## src/rtl/ps2_pkg.sv

```systemverilog
// ps2_pkg: shared PS/2 host encodings, command/response bytes and frame builder.
package ps2_pkg;
  localparam logic [2:0] IDLE = 3'd0, INHIBIT = 3'd1, RTS = 3'd2, SHIFT = 3'd3;
  localparam logic [2:0] WAIT_ACK = 3'd4, WAIT_IDLE = 3'd5, DONE = 3'd6;
  localparam logic [7:0] CMD_RESET = 8'hFF, CMD_SET_DEFAULTS = 8'hF6, CMD_ENABLE_REPORT = 8'hF4;
  localparam logic [7:0] RSP_ACK = 8'hFA, RSP_SELFTEST_OK = 8'hAA;
  // {stop, odd parity, data}; bit 0 leaves first
  function automatic logic [9:0] frame(input logic [7:0] d);
    return {1'b1, ~^d, d};
  endfunction
endpackage

```

## src/rtl/ps2_host_tx_if.sv

```systemverilog
// ps2_host_tx_if: command handshake, status and open-collector PS/2 line signals.
interface ps2_host_tx_if;
  logic [7:0] cmd_data;
  logic cmd_valid, cmd_ready, busy, done, ack_ok, timeout_err;
  logic ps2_clk_in, ps2_data_in, ps2_clk_oe, ps2_data_oe;
  modport master (output cmd_data, cmd_valid, ps2_clk_in, ps2_data_in,
                  input cmd_ready, busy, done, ack_ok, timeout_err, ps2_clk_oe, ps2_data_oe);
  modport slave (input cmd_data, cmd_valid, ps2_clk_in, ps2_data_in,
                 output cmd_ready, busy, done, ack_ok, timeout_err, ps2_clk_oe, ps2_data_oe);
endinterface

```

## src/rtl/ps2_line_sync.sv

```systemverilog
// ps2_line_sync: 2-flop synchronizer for a raw PS/2 line plus falling-edge detector.
module ps2_line_sync (
  input  logic clk,
  input  logic reset,
  input  logic raw,
  output logic sync,
  output logic fall
);
  logic [2:0] sh_q, sh_d;
  always_comb sh_d = {sh_q[1:0], raw};
  // idle lines float high, so reset to 1 to avoid a spurious fall
  always_ff @(posedge clk or negedge reset)
    if (!reset) sh_q <= 3'b111;
    else sh_q <= sh_d;
  assign sync = sh_q[1];
  assign fall = sh_q[2] & ~sh_q[1];
endmodule

```

## src/rtl/ps2_host_tx.sv

```systemverilog
// ps2_host_tx: sends one command byte host-to-device over PS/2 and checks the ACK.
module ps2_host_tx
  import ps2_pkg::*;
#(
  parameter int CLK_HZ         = 50000000,
  parameter int INHIBIT_CYCLES = CLK_HZ / 10000,
  parameter int TIMEOUT_CYCLES = CLK_HZ / 1000 * 15
) (
  input logic            clk,
  input logic            reset,
  ps2_host_tx_if.slave   bus
);
  localparam logic [19:0] INH_LAST = 20'(INHIBIT_CYCLES - 1);
  localparam logic [19:0] TMO_LAST = 20'(TIMEOUT_CYCLES - 1);
  logic [2:0] state_q, state_d;
  logic [19:0] cnt_q, cnt_d;
  logic [3:0] bit_q, bit_d;
  logic [9:0] sh_q, sh_d;
  logic [1:0] dsync_q, dsync_d;
  logic clk_oe_q, clk_oe_d, data_oe_q, data_oe_d, ack_q, ack_d, to_q, to_d;
  logic clk_s, clk_fall, run;
  ps2_line_sync u_clk_sync (.clk(clk), .reset(reset), .raw(bus.ps2_clk_in), .sync(clk_s), .fall(clk_fall));
  assign run = state_q == SHIFT || state_q == WAIT_ACK || state_q == WAIT_IDLE;
  always_comb begin
    dsync_d = {dsync_q[0], bus.ps2_data_in};
    state_d = state_q;
    cnt_d = run ? ((cnt_q == '1) ? cnt_q : cnt_q + 20'd1) : cnt_q;
    bit_d = bit_q;
    sh_d = sh_q;
    clk_oe_d = clk_oe_q;
    data_oe_d = data_oe_q;
    ack_d = ack_q;
    to_d = to_q;
    case (state_q)
      IDLE: if (bus.cmd_valid) begin
        sh_d = frame(bus.cmd_data);
        bit_d = '0;
        cnt_d = '0;
        ack_d = 1'b0;
        to_d = 1'b0;
        clk_oe_d = 1'b1;
        state_d = INHIBIT;
      end
      INHIBIT: begin
        cnt_d = (cnt_q == INH_LAST) ? '0 : cnt_q + 20'd1;
        data_oe_d = cnt_q == INH_LAST;
        state_d = (cnt_q == INH_LAST) ? RTS : INHIBIT;
      end
      RTS: begin
        clk_oe_d = 1'b0;
        state_d = SHIFT;
      end
      SHIFT: if (clk_fall) begin
        bit_d = bit_q + 4'd1;
        state_d = (bit_q == 4'd10) ? WAIT_ACK : SHIFT;
        data_oe_d = (bit_q == 4'd10) ? data_oe_q : ~sh_q[0];
        sh_d = sh_q >> 1;
      end
      WAIT_ACK: if (clk_fall) begin
        ack_d = ~dsync_q[1];
        state_d = WAIT_IDLE;
      end
      WAIT_IDLE: state_d = (clk_s && dsync_q[1]) ? DONE : WAIT_IDLE;
      default: state_d = IDLE;
    endcase
    // timeout overrides any coincident fall
    if (run && cnt_q == TMO_LAST) begin
      clk_oe_d = 1'b0;
      data_oe_d = 1'b0;
      ack_d = 1'b0;
      to_d = 1'b1;
      state_d = DONE;
    end
  end
  always_ff @(posedge clk or negedge reset)
    if (!reset) begin
      state_q <= IDLE;
      cnt_q <= '0;
      bit_q <= '0;
      sh_q <= '0;
      dsync_q <= 2'b11;
      clk_oe_q <= 1'b0;
      data_oe_q <= 1'b0;
      ack_q <= 1'b0;
      to_q <= 1'b0;
    end else begin
      state_q <= state_d;
      cnt_q <= cnt_d;
      bit_q <= bit_d;
      sh_q <= sh_d;
      dsync_q <= dsync_d;
      clk_oe_q <= clk_oe_d;
      data_oe_q <= data_oe_d;
      ack_q <= ack_d;
      to_q <= to_d;
    end
  assign bus.cmd_ready = state_q == IDLE;
  assign bus.busy = state_q != IDLE;
  assign bus.done = state_q == DONE;
  assign bus.ack_ok = ack_q;
  assign bus.timeout_err = to_q;
  assign bus.ps2_clk_oe = clk_oe_q;
  assign bus.ps2_data_oe = data_oe_q;
endmodule

```

## src/flat_wrapper.sv

```systemverilog
// flat-port wrapper written by rule: the top's interface ports become plain ports
module ps2_host_tx_flat import ps2_pkg::*;
#(
  parameter int CLK_HZ         = 50000000,
  parameter int INHIBIT_CYCLES = CLK_HZ / 10000,
  parameter int TIMEOUT_CYCLES = CLK_HZ / 1000 * 15
)
  (clk, reset, bus_cmd_data, bus_cmd_valid, bus_ps2_clk_in, bus_ps2_data_in, bus_cmd_ready, bus_busy, bus_done, bus_ack_ok, bus_timeout_err, bus_ps2_clk_oe, bus_ps2_data_oe);
  ps2_host_tx_if bus_i ();
  input logic clk;
  input logic reset;
  input wire logic [$bits(bus_i.cmd_data)-1:0] bus_cmd_data;
  input wire logic [$bits(bus_i.cmd_valid)-1:0] bus_cmd_valid;
  input wire logic [$bits(bus_i.ps2_clk_in)-1:0] bus_ps2_clk_in;
  input wire logic [$bits(bus_i.ps2_data_in)-1:0] bus_ps2_data_in;
  output wire logic [$bits(bus_i.cmd_ready)-1:0] bus_cmd_ready;
  output wire logic [$bits(bus_i.busy)-1:0] bus_busy;
  output wire logic [$bits(bus_i.done)-1:0] bus_done;
  output wire logic [$bits(bus_i.ack_ok)-1:0] bus_ack_ok;
  output wire logic [$bits(bus_i.timeout_err)-1:0] bus_timeout_err;
  output wire logic [$bits(bus_i.ps2_clk_oe)-1:0] bus_ps2_clk_oe;
  output wire logic [$bits(bus_i.ps2_data_oe)-1:0] bus_ps2_data_oe;
  assign bus_i.cmd_data = bus_cmd_data;
  assign bus_i.cmd_valid = bus_cmd_valid;
  assign bus_i.ps2_clk_in = bus_ps2_clk_in;
  assign bus_i.ps2_data_in = bus_ps2_data_in;
  assign bus_cmd_ready = bus_i.cmd_ready;
  assign bus_busy = bus_i.busy;
  assign bus_done = bus_i.done;
  assign bus_ack_ok = bus_i.ack_ok;
  assign bus_timeout_err = bus_i.timeout_err;
  assign bus_ps2_clk_oe = bus_i.ps2_clk_oe;
  assign bus_ps2_data_oe = bus_i.ps2_data_oe;
  ps2_host_tx #(.CLK_HZ(CLK_HZ), .INHIBIT_CYCLES(INHIBIT_CYCLES), .TIMEOUT_CYCLES(TIMEOUT_CYCLES)) u_core (.clk(clk), .reset(reset), .bus(bus_i));
endmodule
```

## config.mk

```make
export PLATFORM = sky130hd
export DESIGN_NAME = ps2_host_tx_flat
export DESIGN_NICKNAME = d
export VERILOG_FILES = /design/src/rtl/ps2_pkg.sv /design/src/rtl/ps2_host_tx_if.sv /design/src/rtl/ps2_line_sync.sv /design/src/rtl/ps2_host_tx.sv /design/src/flat_wrapper.sv
export SDC_FILE = /design/constraint.sdc
export NUM_CORES = 1
export LEC_CHECK = 0
export CORE_UTILIZATION = 58
export DETAILED_ROUTE_END_ITERATION = 12
export PLACE_DENSITY = 0.88
export SYNTH_ARGS = -nofsm -noshare
export SYNTH_HDL_FRONTEND = slang
export SYNTH_HIERARCHICAL = 1
export SYNTH_SLANG_ARGS = --single-unit
export TNS_END_PERCENT = 5
```

## constraint.sdc

```tcl
create_clock -name clk -period 2.6 [get_ports clk]
set_input_delay 0.39 -clock clk [delete_from_list [all_inputs] [get_ports clk]]
set_output_delay 0.39 -clock clk [all_outputs]
set_load 0.02 [all_outputs]
```

## Word level (Yosys, flattened, before mapping)

Index checks and enable logic that the tools add are counted.

| storage, ports and cells | value |
|---|---|
| logic and storage cells | 83 |
| flip-flop bits (word level) | 46 |
| bits of input ports | 13 |

| operators by class | value |
|---|---|
| bitwise operators | 4 |
| reduce and logical (&&, ||, !) cells | 19 |
| multiplexer cells | 32 |
| eq/ne operators | 16 |
| add/subtract/negate cells | 2 |

Operators with widths:

| operator | number |
|---|---|
| two-way mux 20 bit | 4 |
| == test 20 bit, second input constant | 2 |
| one-hot mux 20 bit (2 select lines) | 1 |
| adder 20 x 1 -> 20 bit, second input constant | 1 |
| == test 20 x 13 -> 1 bit, second input constant | 1 |
| two-way mux 10 bit | 2 |
| one-hot mux 10 bit (2 select lines) | 1 |
| one-hot mux 3 bit (6 select lines) | 1 |
| two-way mux 3 bit | 5 |
| AND reduction 3 bit | 4 |
| nonzero test 3 bit | 4 |
| two-way mux 1 bit | 10 |
| == test 3 bit, second input constant | 3 |
| != test 3 x 2 -> 1 bit, second input constant | 3 |
| two-way mux 4 bit | 2 |
| one-hot mux 4 bit (2 select lines) | 1 |
| XNOR reduction 8 bit | 1 |
| == test 3 x 2 -> 1 bit, second input constant | 2 |
| one-hot mux 1 bit (2 select lines) | 3 |
| nonzero test 2 bit | 3 |
| adder 4 x 1 -> 4 bit, second input constant | 1 |
| == test 4 bit, second input constant | 1 |
| two-way mux 2 bit | 2 |
| AND reduction 2 bit | 2 |
| 9 further kinds | 13 |

## Depth between registers and ports, before layout

Gate-level depths: netlist of run 1.

| logic depth | value |
|---|---|
| depth in word-level cells | 6 |
| depth in mapped cells | 9 |
| mapped depth without buffers | 8 |

## By module

Netlist of run 1, hierarchy kept.

By module, submodules not included:

| module | cells an instance | seq. area each (µm²) | area each (µm²) | times used |
|---|---|---|---|---|
| ps2_host_tx | 267 | 1,078.5 | 2,418.6 | 1 |
| ps2_line_sync | 4 | 78.8 | 92.6 | 1 |

## Worst setup path after synthesis of run 1

No wires, ideal clock.

| path | value |
|---|---|
| path type | reg2reg |
| from | register u_core.cnt_q[0] |
| to | register u_core.cnt_q[10] |
| period minus slack after synthesis | 2,155 ps |
| cell stages (with the launch flop) | 9 |
| slack | 445 ps |
| setup time | 121 ps |
| arrival time | 2,034 ps |
| cells stage by stage | dfrtp_1 > ha_1 > nand4_1 > nor4_4 > a21oi_2 > or2_1 > buf_6 > buf_6 > a22o_2 |

| on the way | value |
|---|---|
| longest elaborated chain between the ends | 5 |
| elaborated cells on any way between the ends | 8 |

Ends and longest elaborated chain:

| element | RTL line | source |
|---|---|---|
| from (decl) | ps2_host_tx.sv:16 | `logic [19:0] cnt_q, cnt_d;` |
| from (signal assigned) | ps2_host_tx.sv:88 | `cnt_q <= cnt_d;` |
| adder 20 x 1 -> 20 bit or == test 20 bit (tied branches) | ps2_host_tx.sv:27, ps2_host_tx.sv:45 |  |
| two-way mux 20 bit (2 in series) | ps2_host_tx.sv:27 | `cnt_d = run ? ((cnt_q == '1) ? cnt_q : cnt_q + 20'd1) : cnt_q;` |
| two-way mux 20 bit | ps2_host_tx.sv:35 | `IDLE: if (bus.cmd_valid) begin` |
| one-hot mux 20 bit (2 select lines) (*) | ps2_host_tx.sv:34 | `case (state_q)` |
| net u_core.cnt_d[10] | ps2_host_tx.sv:16 |  |

The timed path passes the listed nets; every way through them passes the cells marked *.
A chain may end at the register's enable or synchronous reset.

## Worst setup path in the final report of run 1

| path | value |
|---|---|
| from | register u_core.cnt_q[0] |
| to | register u_core.cnt_q[14] |

The elaborated chain is that of the path after synthesis.

==> results of run 1 <==
-- registers in the layout (all words and copies together) (netlist names) --
name                    count
u_core/bit_q                4
u_core/sh_q                10
u_core/bus.ps2_data_oe      1
u_core/bus.timeout_err      1
u_core/dsync_q              2
u_core/cnt_q               20
u_core/u_clk_sync/sh_q      3
u_core/bus.ps2_clk_oe       1
u_core/bus.ack_ok           1
u_core/state_q              3
-- placed cells by master, fill, tap and decap left out, types with 3 or more instances in the layout --
| cell | instances |
|---|---|
| and3_1 | 4 |
| clkbuf_8 | 5 |
| nand3_1 | 11 |
| buf_4 | 10 |
| a22o_2 | 3 |
| mux2i_1 | 8 |
| nand2_1 | 39 |
| dfrtp_1 | 41 |
| nand4_1 | 3 |
| a311oi_1 | 5 |
| inv_1 | 6 |
| o21ai_0 | 18 |
| nor3_1 | 3 |
| clkdlybuf4s50_1 | 18 |
| dfstp_2 | 5 |
| a21oi_1 | 17 |
| o311ai_0 | 3 |
| nor2_1 | 27 |
| xnor2_1 | 8 |
| ha_1 | 3 |
| and2_1 | 5 |
| nand4b_1 | 4 |
| a31oi_1 | 10 |
| nor4_1 | 4 |
| xor2_1 | 5 |
-- worst register-to-register path, cell delays in order, from the launching register on --
cell      delay [ns]
dfrtp_1         0.42
ha_1            0.26
nand4b_1        0.12
nor4_1          0.37
a31oi_1         0.22
or2_1           0.48
a41oi_1         0.34
a311oi_1        0.07
-- power by group through the flow --
stage	combinational (uW)	sequential, uW	clock [uW]
after global routing	863	1190	566
after detailed placement	753	1160	0
final	771	1160	526
after CTS	764	1150	536
after global placement	724	1150	0
after floorplan	532	1130	0
-- cell type report --
type                       count  area, um2  share of cell area (%)
timing repair buffer          29        260                    8.99
clock buffer                   6       72.6                    2.51
clock inverter                 2       37.5                    1.30
multi-input combinational    210       1280                    44.3
sequential                    46       1160                    40.0
inverter                       6       22.5                   0.778
tap                           50       62.6                    2.16
-- metal layers --
layer	part of all wire, %	vias up
met5	0	-
met4	1.8	0
met3	8.1	14
met2	48	119
met1	42	1020
li1	-	1035
-- worst paths after layout --
check / start / endpoint / slack (ns) / cells past startpoint
hold / removal: reset / u_core/sh_q[5]$_DFFE_PN0P_ / 0.03 / 1
max in group asynchronous: reset / u_core/u_clk_sync/sh_q[2]$_DFF_PN1_ / 1.96 / 2
min in group clk: u_core/u_clk_sync/sh_q[0]$_DFF_PN1_ / u_core/u_clk_sync/sh_q[1]$_DFF_PN1_ / 0.36 / 0
setup reg to reg: u_core/cnt_q[0]$_DFF_PN0_ / u_core/cnt_q[14]$_DFF_PN0_ / 0.19 / 7
setup / recovery: u_core/cnt_q[0]$_DFF_PN0_ / u_core/cnt_q[14]$_DFF_PN0_ / 0.19 / 7
hold reg to reg: u_core/u_clk_sync/sh_q[0]$_DFF_PN1_ / u_core/u_clk_sync/sh_q[1]$_DFF_PN1_ / 0.36 / 0
-- kinds of logic after synthesis --
logic type               Yosys count
AO/OA/AOI/OAI                     70
multiplexers                      10
XOR/XNOR                          13
AND/OR/NAND/NOR                  114
adder cells (fa/ha/maj)            3
flip-flops                        46
buffers and inverters             15
-- metrics by stage --
stage	hold slack, ns	worst slack [ns]	area, um2
after floorplan	0.0944	0.445	2510
after global placement	0.347	0.402	2780
after detailed placement	0.353	0.291	2780
after CTS	0.0364	0.250	2890
after global routing	0.0600	0.00468	2890
final	0.0326	0.192	2890
==> flow_summary.toml, run 1 <==
[die]
core_area_um2 = 4090
fp.dieArea_um2 = 4600
initial_core_util_pct = 61.5
die_h_um = 67.8
fp.dieW_um = 67.8
rows = 23
io-pin-count = 20

[critical_path]
crit_type = "reg2reg"
crit_fanout = 16
cpLargestDelayFamily = "simple AND/OR/NAND/NOR gates"
cpPeakStageDelay_ns = 0.48
worstSetupStartpointType = "register"
crit_buf_inv = 0
critical_path.slowest_cell = "or2_1"
crit_required_ns = 2.77
cp_data_arrival_time_ns = 2.58
worstPathCellList = "ha_1 -> nand4b_1 -> nor4_1 -> a31oi_1 -> or2_1 -> a41oi_1 -> a311oi_1"
crit_path_end_kind = "register"

[detailed_routing]
drc_errors = 0
drt-wirelength-per-cell_um = 16.2
viasPerCell = 6.27
dr.pass1.iters = 7
ant_nets = 0
drtIter0Drc = 283
vias = 2188
wl_um = 5650

[global_routing]
met3_usage_pct = 5.91
grt_pass1_vias = 1993
grt_usage_pct = 28.0
grt_max_degree = 22
antenna_found_initial = 0
grtUsageMet1_pct = 37.6
grt-busiest-layer = "met2"
overflow = 0
grt_pass1_wl_um = 9450
use_met2_pct = 44.3

[logic_synthesis]
yosysMostFrequentCell = "dfrtp_1"
yosys.area_share.simple_pct = 22.9
syn-cell-area_um2 = 2510
synth_compound_area_share_pct = 18.0
yosysWarnings = 6
yosysSeqAreaShare_pct = 46.1
synth.distinct_cells = 49
ys.flop_type = "dfrtp_1"
syn_inst = 271
async_reset_ff_share_pct = 100
synth.top_cells.by_count = "dfrtp_1 (41), nand2_1 (39), nor2_1 (27)"
ys_seq_elements = 46
synth_top_area_cell = "dfrtp_1"
synth_top_cells_by_area = "dfrtp_1 (41%), nand2_1 (5.8%), dfstp_2 (5.2%), nor2_1 (4.0%), o21ai_0 (3.6%)"
syn_nets = 287
synth_top_area_share_pct = 40.9
synth_xor_area_share_pct = 4.53
synth_top_family_by_area = "simple AND/OR/NAND/NOR gates"
synth_edf_count = 0
synth_fa_ha_area_share_pct = 1.49
avgSynthCellArea_um2 = 9.27
synthMuxAreaShare_pct = 4.09

[clock_tree]
cts-root-buf = "clkbuf_8"
cts_resized = 0
cts.hold.buffers_added = 0
clkTransAtPathRegs_ns = 0.08
insertion_delay_ns = 0.30
cts.htree.levels = 2
cts_buffers = 5
cts_tree = "yes"
post_cts_buffers = 0
cts.sinks = 46
cts_buffer_depth = 2

[timing]
tightest_slew_ns = 0.646
clock.fmax_ghz = 0.415
post-route-period-util_pct = 92.6
hold_viol_final = 0
fin_crit_ns = 2.41
skew_ns = 0.0122
rsz0062_at_grt = "no"
finalSetupTns_ns = 0
slew_violations = 0
max_slew_margin_pct = 57.0
setup_viol = 0

[pwr]
clkPwrFrac_pct = 21.4
power.internal_uw = 1580
p_leak_uw = 0.00124
pwr-share-seq_pct = 47.2
power_density_nw_per_um2 = 848
p_sw_uw = 876
total_power_uw = 2460
irDropWorstVdd_v = 0.000509
switching_share_pct = 35.7
comb_power_share_pct = 31.4

[cells_and_area]
utilization_pct = 70.8
diodes = 0
fin_cells = 349
fillCellCount = 296
area_delta_synth_final_pct = 15.2
drive_above_1_share_pct = 12.0
fin_nets = 314

[place]
gp_congestion = 0.898
dp_cells = 341
portBuffers = 19
place_hpwl_um = 3850

[outcome]
status = "completed"

[flow_run]
drv_cap = 0

[worst_hold_path]
hold_path.class = "in2async"
Power figures use the tool's default switching activity.
==> inputs of run 2 (changes only) <==
Settings changed: PLACE_DENSITY 0.88 to 0.76, TNS_END_PERCENT 5 to 100.
==> flow_summary.toml, run 2 (same netlist as run 1, synthesis figures left out) <==
[outcome]
status = "completed"

[pwr]
power_density_nw_per_um2 = 815
switching_share_pct = 35.9
p_sw_uw = 838
p_leak_uw = 0.00122
comb_power_share_pct = 32.0
pwr-share-seq_pct = 49.0
irDropWorstVdd_v = 0.000473
power.internal_uw = 1490
clkPwrFrac_pct = 19.0

[critical_path]
worstSetupStartpointType = "register"
cpPeakStageDelay_ns = 0.69
worstPathCellList = "buf_4 -> nor3_1 -> clkdlybuf4s50_1"
crit_path_end_kind = "primary output"
crit_type = "reg2out"
critical_path.slowest_cell = "clkdlybuf4s50_1"
cp_data_arrival_time_ns = 1.98
crit_required_ns = 2.21
crit_fanout = 7

[global_routing]
grt_max_degree = 47
antenna_found_initial = 0
grt_pass1_wl_um = 8470
grt_pass1_vias = 1826
grt_usage_pct = 25.0
overflow = 0

[cells_and_area]
fillCellCount = 337
regMostFlops = "u_core/cnt_q"
fin_nets = 311
reg.largest.list = "u_core/cnt_q (20), u_core/sh_q (10), u_core/bit_q (4)"
final_cell_mix = "dfrtp_1 (41), nand2_1 (39), nor2_1 (27)"
drive_above_1_share_pct = 11.5
area_delta_synth_final_pct = 13.9
fin_cells = 346
layout_commonest_cell = "dfrtp_1"
largest_reg_flops = 20
diodes = 0

[timing]
max_slew_margin_pct = 35.7
tightest_slew_ns = 0.965
slew_violations = 0
setup_viol = 0
rsz0062_at_grt = "no"
hold_viol_final = 0
post-route-period-util_pct = 91.3
clock.fmax_ghz = 0.421
skew_ns = 0.0124
fin_crit_ns = 2.37
finalSetupTns_ns = 0

[clock_tree]
cts-root-buf = "clkbuf_8"
cts.hold.buffers_added = 0
insertion_delay_ns = 0.30
clkTransAtPathRegs_ns = 0.09
cts_tree = "yes"
cts.sinks = 46
cts_buffers = 5
cts_buffer_depth = 2
cts.htree.levels = 2

[flow_run]
drv_cap = 0

[detailed_routing]
drt-wirelength-per-cell_um = 15.1
drtIter0Drc = 140
dr.pass1.iters = 4
vias = 2079
wl_um = 5220
viasPerCell = 6.01
ant_nets = 0
drc_errors = 0

[place]
place_hpwl_um = 3740
portBuffers = 19
gp_congestion = 0.926
dp_cells = 338

[die]
fp.dieArea_um2 = 4600
core_area_um2 = 4090
die_h_um = 67.8
rows = 23
initial_core_util_pct = 61.5
fp.dieW_um = 67.8
io-pin-count = 20

[worst_hold_path]
hold_path.class = "in2async"
-- run 2: cell count changes in the layout (fill, tap and decap cells not counted), sizes merged --
cell,change
bufinv,-1
buf,-3
clkinv,+1
clkinvlp,-1
clkbuf,+1
-- run 2: layout make-up --
type	instances	area, um2	share of cell area (%)
sequential	46	1160	40.5
multi-input combinational	210	1290	45.0
timing repair buffer	26	238	8.32
inverter	6	22.5	0.788
clock inverter	1	5.00	0.175
clock buffer	7	86.3	3.02
tap	50	62.6	2.19
-- run 2: timing repair --
action,4_1_cts,5_1_grt
resized for setup,0,1
buffers inserted,0,0
endpoints found under the setup margin,0,4
-- run 2: metrics by stage --
step	worst slack [ns]	util [%]	power [uW]	hold slack (ns)	cell area (um2)
6_report	0.227	70.0	2330	0.242	2860
5_1_grt	0.0924	70.0	2500	0.350	2860
4_1_cts	0.191	69.8	2340	0.298	2850
3_5_place_dp	0.209	67.6	1900	0.348	2760
3_3_place_gp	0.385	67.6	1870	0.345	2760
2_1_floorplan	0.445	-	1660	0.0944	2510
-- run 2: critical path, delay by kind of cell (launching register included) --
kind,cells,cell delay (ns)
and+or+nand+nor,1,0.36
DFF,1,0.45
buffers and inverters,2,0.88
-- run 2: routing by layer --
layer,vias up,routed length [um],global-route usage (%),part of all wire (%)
met5,-,0,0,0
met4,0,55,6.25,1.1
met3,6,274,5.57,5.2
met2,62,2330,38.2,45
met1,978,2560,35.7,49
li1,1033,-,-,-
-- run 2: worst paths after layout --
kind	startpoint	endpoint	slack, ns	depth (start not counted)
max reg2reg	u_core/cnt_q[0]$_DFF_PN0_	u_core/cnt_q[3]$_DFF_PN0_	0.24	7
max in group asynchronous	reset	u_core/state_q[0]$_DFFE_PN0P_	1.76	1
min in group clk	u_core/dsync_q[0]$_DFF_PN1_	u_core/dsync_q[1]$_DFF_PN1_	0.36	0
max	u_core/state_q[2]$_DFFE_PN0P_	bus_cmd_ready	0.23	3
min	reset	u_core/cnt_q[2]$_DFF_PN0_	0.24	1
min reg2reg	u_core/dsync_q[0]$_DFF_PN1_	u_core/dsync_q[1]$_DFF_PN1_	0.36	0
-- run 2: power groups by stage --
stage | Clock, uW | Combinational, uW | Sequential [uW]
2_1_floorplan | 0 | 532 | 1130
3_3_place_gp | 0 | 729 | 1140
3_5_place_dp | 0 | 747 | 1150
4_1_cts | 454 | 751 | 1140
5_1_grt | 484 | 839 | 1180
6_report | 443 | 745 | 1140
==> edit 1 (settings of run 1) <==
Make the reset (`reset`) synchronous in 2 clocked blocks.
--- a/src/rtl/ps2_line_sync.sv
+++ b/src/rtl/ps2_line_sync.sv
@@ -9,7 +9,7 @@
   logic [2:0] sh_q, sh_d;
   always_comb sh_d = {sh_q[1:0], raw};
   // idle lines float high, so reset to 1 to avoid a spurious fall
-  always_ff @(posedge clk or negedge reset)
+  always_ff @(posedge clk)
     if (!reset) sh_q <= 3'b111;
     else sh_q <= sh_d;
   assign sync = sh_q[1];
--- a/src/rtl/ps2_host_tx.sv
+++ b/src/rtl/ps2_host_tx.sv
@@ -72,7 +72,7 @@
       state_d = DONE;
     end
   end
-  always_ff @(posedge clk or negedge reset)
+  always_ff @(posedge clk)
     if (!reset) begin
       state_q <= IDLE;
       cnt_q <= '0;
Check against the original RTL: differs if reset is asserted again (counterexample within 4 cycles, from zero or initial values and one cycle with reset low); with reset held inactive, the same outputs for 10 cycles.
==> edit 1 against run 1 <==
  * Via count increased by 7.7%
  * Sequential cell count unchanged
  * Non-clock buffer count decreased by 2
  * Synthesized area decreased by 3.9%
  * Largest cell class unchanged
  * Core utilization decreased by 1.3 points
  * Global-route usage decreased by 0.098 points
  * Count of clock-buffer cells in the layout decreased by 1
  * Final cell count increased by 8.9%
  * Setup slack improved by 0.091 ns
  * Wire length increased by 0.80%
  * Final area decreased by 3.9%
Power is not compared: it rests on default switching activity, and its combinational part moved more than twofold at a synthesized area within 25%.
==> edit 1: results (changes against run 1) <==
later-pin clock latency in the skew report 0.32 ns (+0.02 ns); Slew headroom 62.0% (+5.0 points); leakage 1.02 nW; gpl congestion 0.980 (+9.1%); layout cells sized above 1 7.58% (-4.5 points); PostCTS Resize Cnt 0 (unchanged); GR Util All Layers 27.9% (-0.098 points); maximum fanout along the worst path 8 (-8); TritonRoute pass-1 iters 5 (-2); most common library cells after synthesis dfxtp_1, nand2_1, nor2_1, a21oi_1, o21ai_0; status completed; hold path startpoint u_core/dsync_q[0]; drt total wl 5690 um (+0.80%); via count of the routed design 2357 (+7.7%); initial antenna violation count 0 (unchanged); Setup Buffers After CTS 0 (unchanged); crit path DAT 2.57 ns (about the same); sequential share of the synthesized area 38.2% (-7.9 points); I/O Buffers 19 (unchanged); CP max stage delay 0.47 ns; nets 345 (+9.9%); Switch Pwr 0.390 mW; startpoint type of the worst setup path flop; largest cells by area after synthesis dfxtp_1, nand2_1, nor2_1; post-synth net total 321 (+12%); dpl ws 0.341 ns (+0.0500 ns); Starting DRT DRC Count 255 (-9.9%); Hold Crit Class flop to flop; Synth Warn # 6 (unchanged); Max rail drop VDD 0.000381 V; Netlist cell types 49 (unchanged); # H-tree levels 2 (unchanged); global-route wire length before repair 9380 um (-0.80%); RR Startpoint u_core/cnt_q[0]; Crit-path slowest cell nor3_2; Post-synth ARST share 0% (-100 points); Clock Skews 0.0173 ns (+0.00504 ns); Max Root-Sink Buffers 2 (unchanged); CTS Buf Count 5 (unchanged); vias in the first global route 2134 (+7.1%); clock root buffer clkbuf_8; Antenna Diode Count 0 (unchanged); fillers 325 (+9.8%); placed wire-length estimate 4170 um (+8.1%); largest net degree at the start of global routing 18 (-18%); dominant synthesized flop cell dfxtp_1; Largest regs u_core/cnt_q: 20 flops, u_core/sh_q: 10 flops, u_core/bit_q: 4 flops; Reg clk slew, reported paths 0.10 ns (+0.02 ns)
edit 1: cell count changes after synthesis, sizes merged, moves of 5 or more:
cell	delta
a31oi	-5
dfrtp	-41
dfstp	-5
dfxtp	+46
mux2i	-7
nand2	+6
nand2b	+11
nand4	+5
nor2	+7
nor3	+6
o211ai	+5
o31ai	+7
edit 1: cell families after synthesis:
kind of cell / after synthesis / synth area share, %
AOI/OAI and AO/OA: 78 / 22.1
xor gates and xnor gates: 9 / 3.27
adders and majority gates: 3 / 1.56
buffers and inverters: 19 / 3.01
DFF: 46 / 38.2
muxes: 1 / 0.415
and+or+nand+nor: 149 / 31.4
edit 1: power groups by stage:
| stage | Combinational (mW) | Sequential, mW | Clock (mW) |
|---|---|---|---|
| CTS | 0.176 | 0.744 | 0.485 |
| global route | 0.198 | 0.748 | 0.510 |
| floorplan | 0.113 | 0.757 | 0 |
| global placement | 0.170 | 0.759 | 0 |
| detailed placement | 0.176 | 0.760 | 0 |
| finish | 0.178 | 0.745 | 0.473 |
edit 1: critical path: cells and delay by family, from the launching register on:
kind / cells / cell delay, ns
buffers and inverters: 1 / 0.18
AND/OR/NAND/NOR: 4 / 1.03
adder cells (fa/ha/maj): 1 / 0.26
flip-flops: 1 / 0.40
AO/OA/AOI/OAI: 2 / 0.39
edit 1: path summary, 6_finish.rpt:
check	endpoint	slack [ns]	depth (start not counted)
setup / recovery	u_core/cnt_q[6]	0.28	8
hold / removal	u_core/dsync_q[1]	0.42	1
setup reg to reg	u_core/cnt_q[6]	0.28	8
hold reg to reg	u_core/dsync_q[1]	0.42	1
edit 1: layer usage:
layer  global-route usage, %  wire [um]  vias to the layer above
met4                    12.8        119                        0
met2                    44.3       2570                      100
met3                    5.65        340                       18
li1                        -          -                     1164
met1                    36.3       2660                     1075
met5                       0          0                        -
edit 1: final cells by class:
type	instances	area [um^2]	share of cell area, %
clock buffer	5	68.8	2.47
clock inverter	3	26.3	0.945
timing repair buffer	27	250	9.00
sequential	46	921	33.1
inverter	9	33.8	1.21
tap	50	62.6	2.25
multi-input combinational	240	1420	51.0
edit 1: metrics by stage:
stage / instances / cell area (um^2) / util [%]
floorplan: 305 / 2410 / -
global placement: 372 / 2690 / 67.2
detailed placement: 372 / 2690 / 67.2
CTS: 380 / 2780 / 69.5
global route: 380 / 2780 / 69.5
finish: 380 / 2780 / 69.5
==> edit 2 (config.mk and constraints of run 1) <==
Made on the original files. `CLK_HZ` is set to 50000000 in 2 places; all go to 25000000.
--- a/src/rtl/ps2_host_tx.sv
+++ b/src/rtl/ps2_host_tx.sv
@@ -2,7 +2,7 @@
 module ps2_host_tx
   import ps2_pkg::*;
 #(
-  parameter int CLK_HZ         = 50000000,
+  parameter int CLK_HZ         = 25000000,
   parameter int INHIBIT_CYCLES = CLK_HZ / 10000,
   parameter int TIMEOUT_CYCLES = CLK_HZ / 1000 * 15
 ) (
--- a/src/flat_wrapper.sv
+++ b/src/flat_wrapper.sv
@@ -1,7 +1,7 @@
 // flat-port wrapper written by rule: the top's interface ports become plain ports
 module ps2_host_tx_flat import ps2_pkg::*;
 #(
-  parameter int CLK_HZ         = 50000000,
+  parameter int CLK_HZ         = 25000000,
   parameter int INHIBIT_CYCLES = CLK_HZ / 10000,
   parameter int TIMEOUT_CYCLES = CLK_HZ / 1000 * 15
 )
Behaviour: no difference found for any inputs over 10 cycles, from zero or initial values and one cycle with reset low; that may be too few to reach the edited logic, so the function may still have changed.
==> edit 2 against run 1 <==
  * Sequential cell count unchanged
  * Synthesized area increased by 1.5%
  * Fmax increased by 1.8%
  * Wire length decreased by 2.3%
  * Final area decreased by 0.61%
  * Setup slack improved by 0.042 ns
  * Sequential share of layout area increased by 0.24 points
  * Non-clock buffer count decreased by 2
  * Die area increased by 1.5%
  * Largest cell class unchanged
Power is not compared: it rests on default switching activity, and its combinational part moved more than twofold at a synthesized area within 25%.
==> edit 2: results (changes against run 1) <==
status completed; via count of the routed design 2158 (-1.4%); Routed met3 length 271 um (-41%); drt total wl 5520 um (-2.3%); TritonRoute pass-1 iters 6 (-1); FF-to-FF setup slack 0.23 ns (+0.04 ns); met2 wire len 2580 um (-4.3%); Tot Pwr 1.82 mW; dpl ws 0.157 ns (-0.134 ns); met1 usage 36.9% (-0.69 points); Critical R2R Capture u_core/cnt_q[4]; Netlist cell types 61 (+24%); M1 WL 2520 um (+5.4%); drt via density 6.40 (+2.1%); layout cells sized above 1 12.5% (+0.50 points); crit path DAT 2.52 ns (-0.06 ns); sequential share of the synthesized area 45.4% (-0.70 points); Inst Count DP 329 (-3.5%); global-route wire length before repair 9140 um (-3.4%); worst slew pin tran 0.992 ns (+0.347 ns); largest net degree at the start of global routing 45 (+100%); largest cells by area after synthesis dfrtp_1, dfstp_2, nand2_1; Max Clk Rate 423 MHz (+1.8%); Starting DRT DRC Count 200 (-29%); gpl congestion 0.930 (+3.5%)
edit 2: cell count changes in the layout (fill, tap and decap cells not counted), sizes merged, moves of 4 or more:
cell    before  now
a21oi       18   12
nand2       39   28
a311oi       5    1
nor2        27   21
nand4        3    8
nand2b       0    4
edit 2: layout make-up:
type	instances	area [um^2]	share of cell area, %
multi-input combinational	198	1300	45.1
sequential	46	1160	40.2
timing repair buffer	27	245	8.53
clock buffer	7	76.3	2.65
tap	50	62.6	2.17
inverter	8	30.0	1.04
clock inverter	1	7.51	0.261
edit 2: logic make-up after synthesis:
| logic type | count (synthesis) | share of synthesized area, % |
|---|---|---|
| flops | 46 | 45.4 |
| fa+ha+maj | 3 | 1.47 |
| compound gates | 66 | 18.2 |
| buf+inv | 21 | 4.17 |
| simple gates | 108 | 23.0 |
| xor+xnor | 10 | 3.43 |
| mux | 11 | 4.42 |
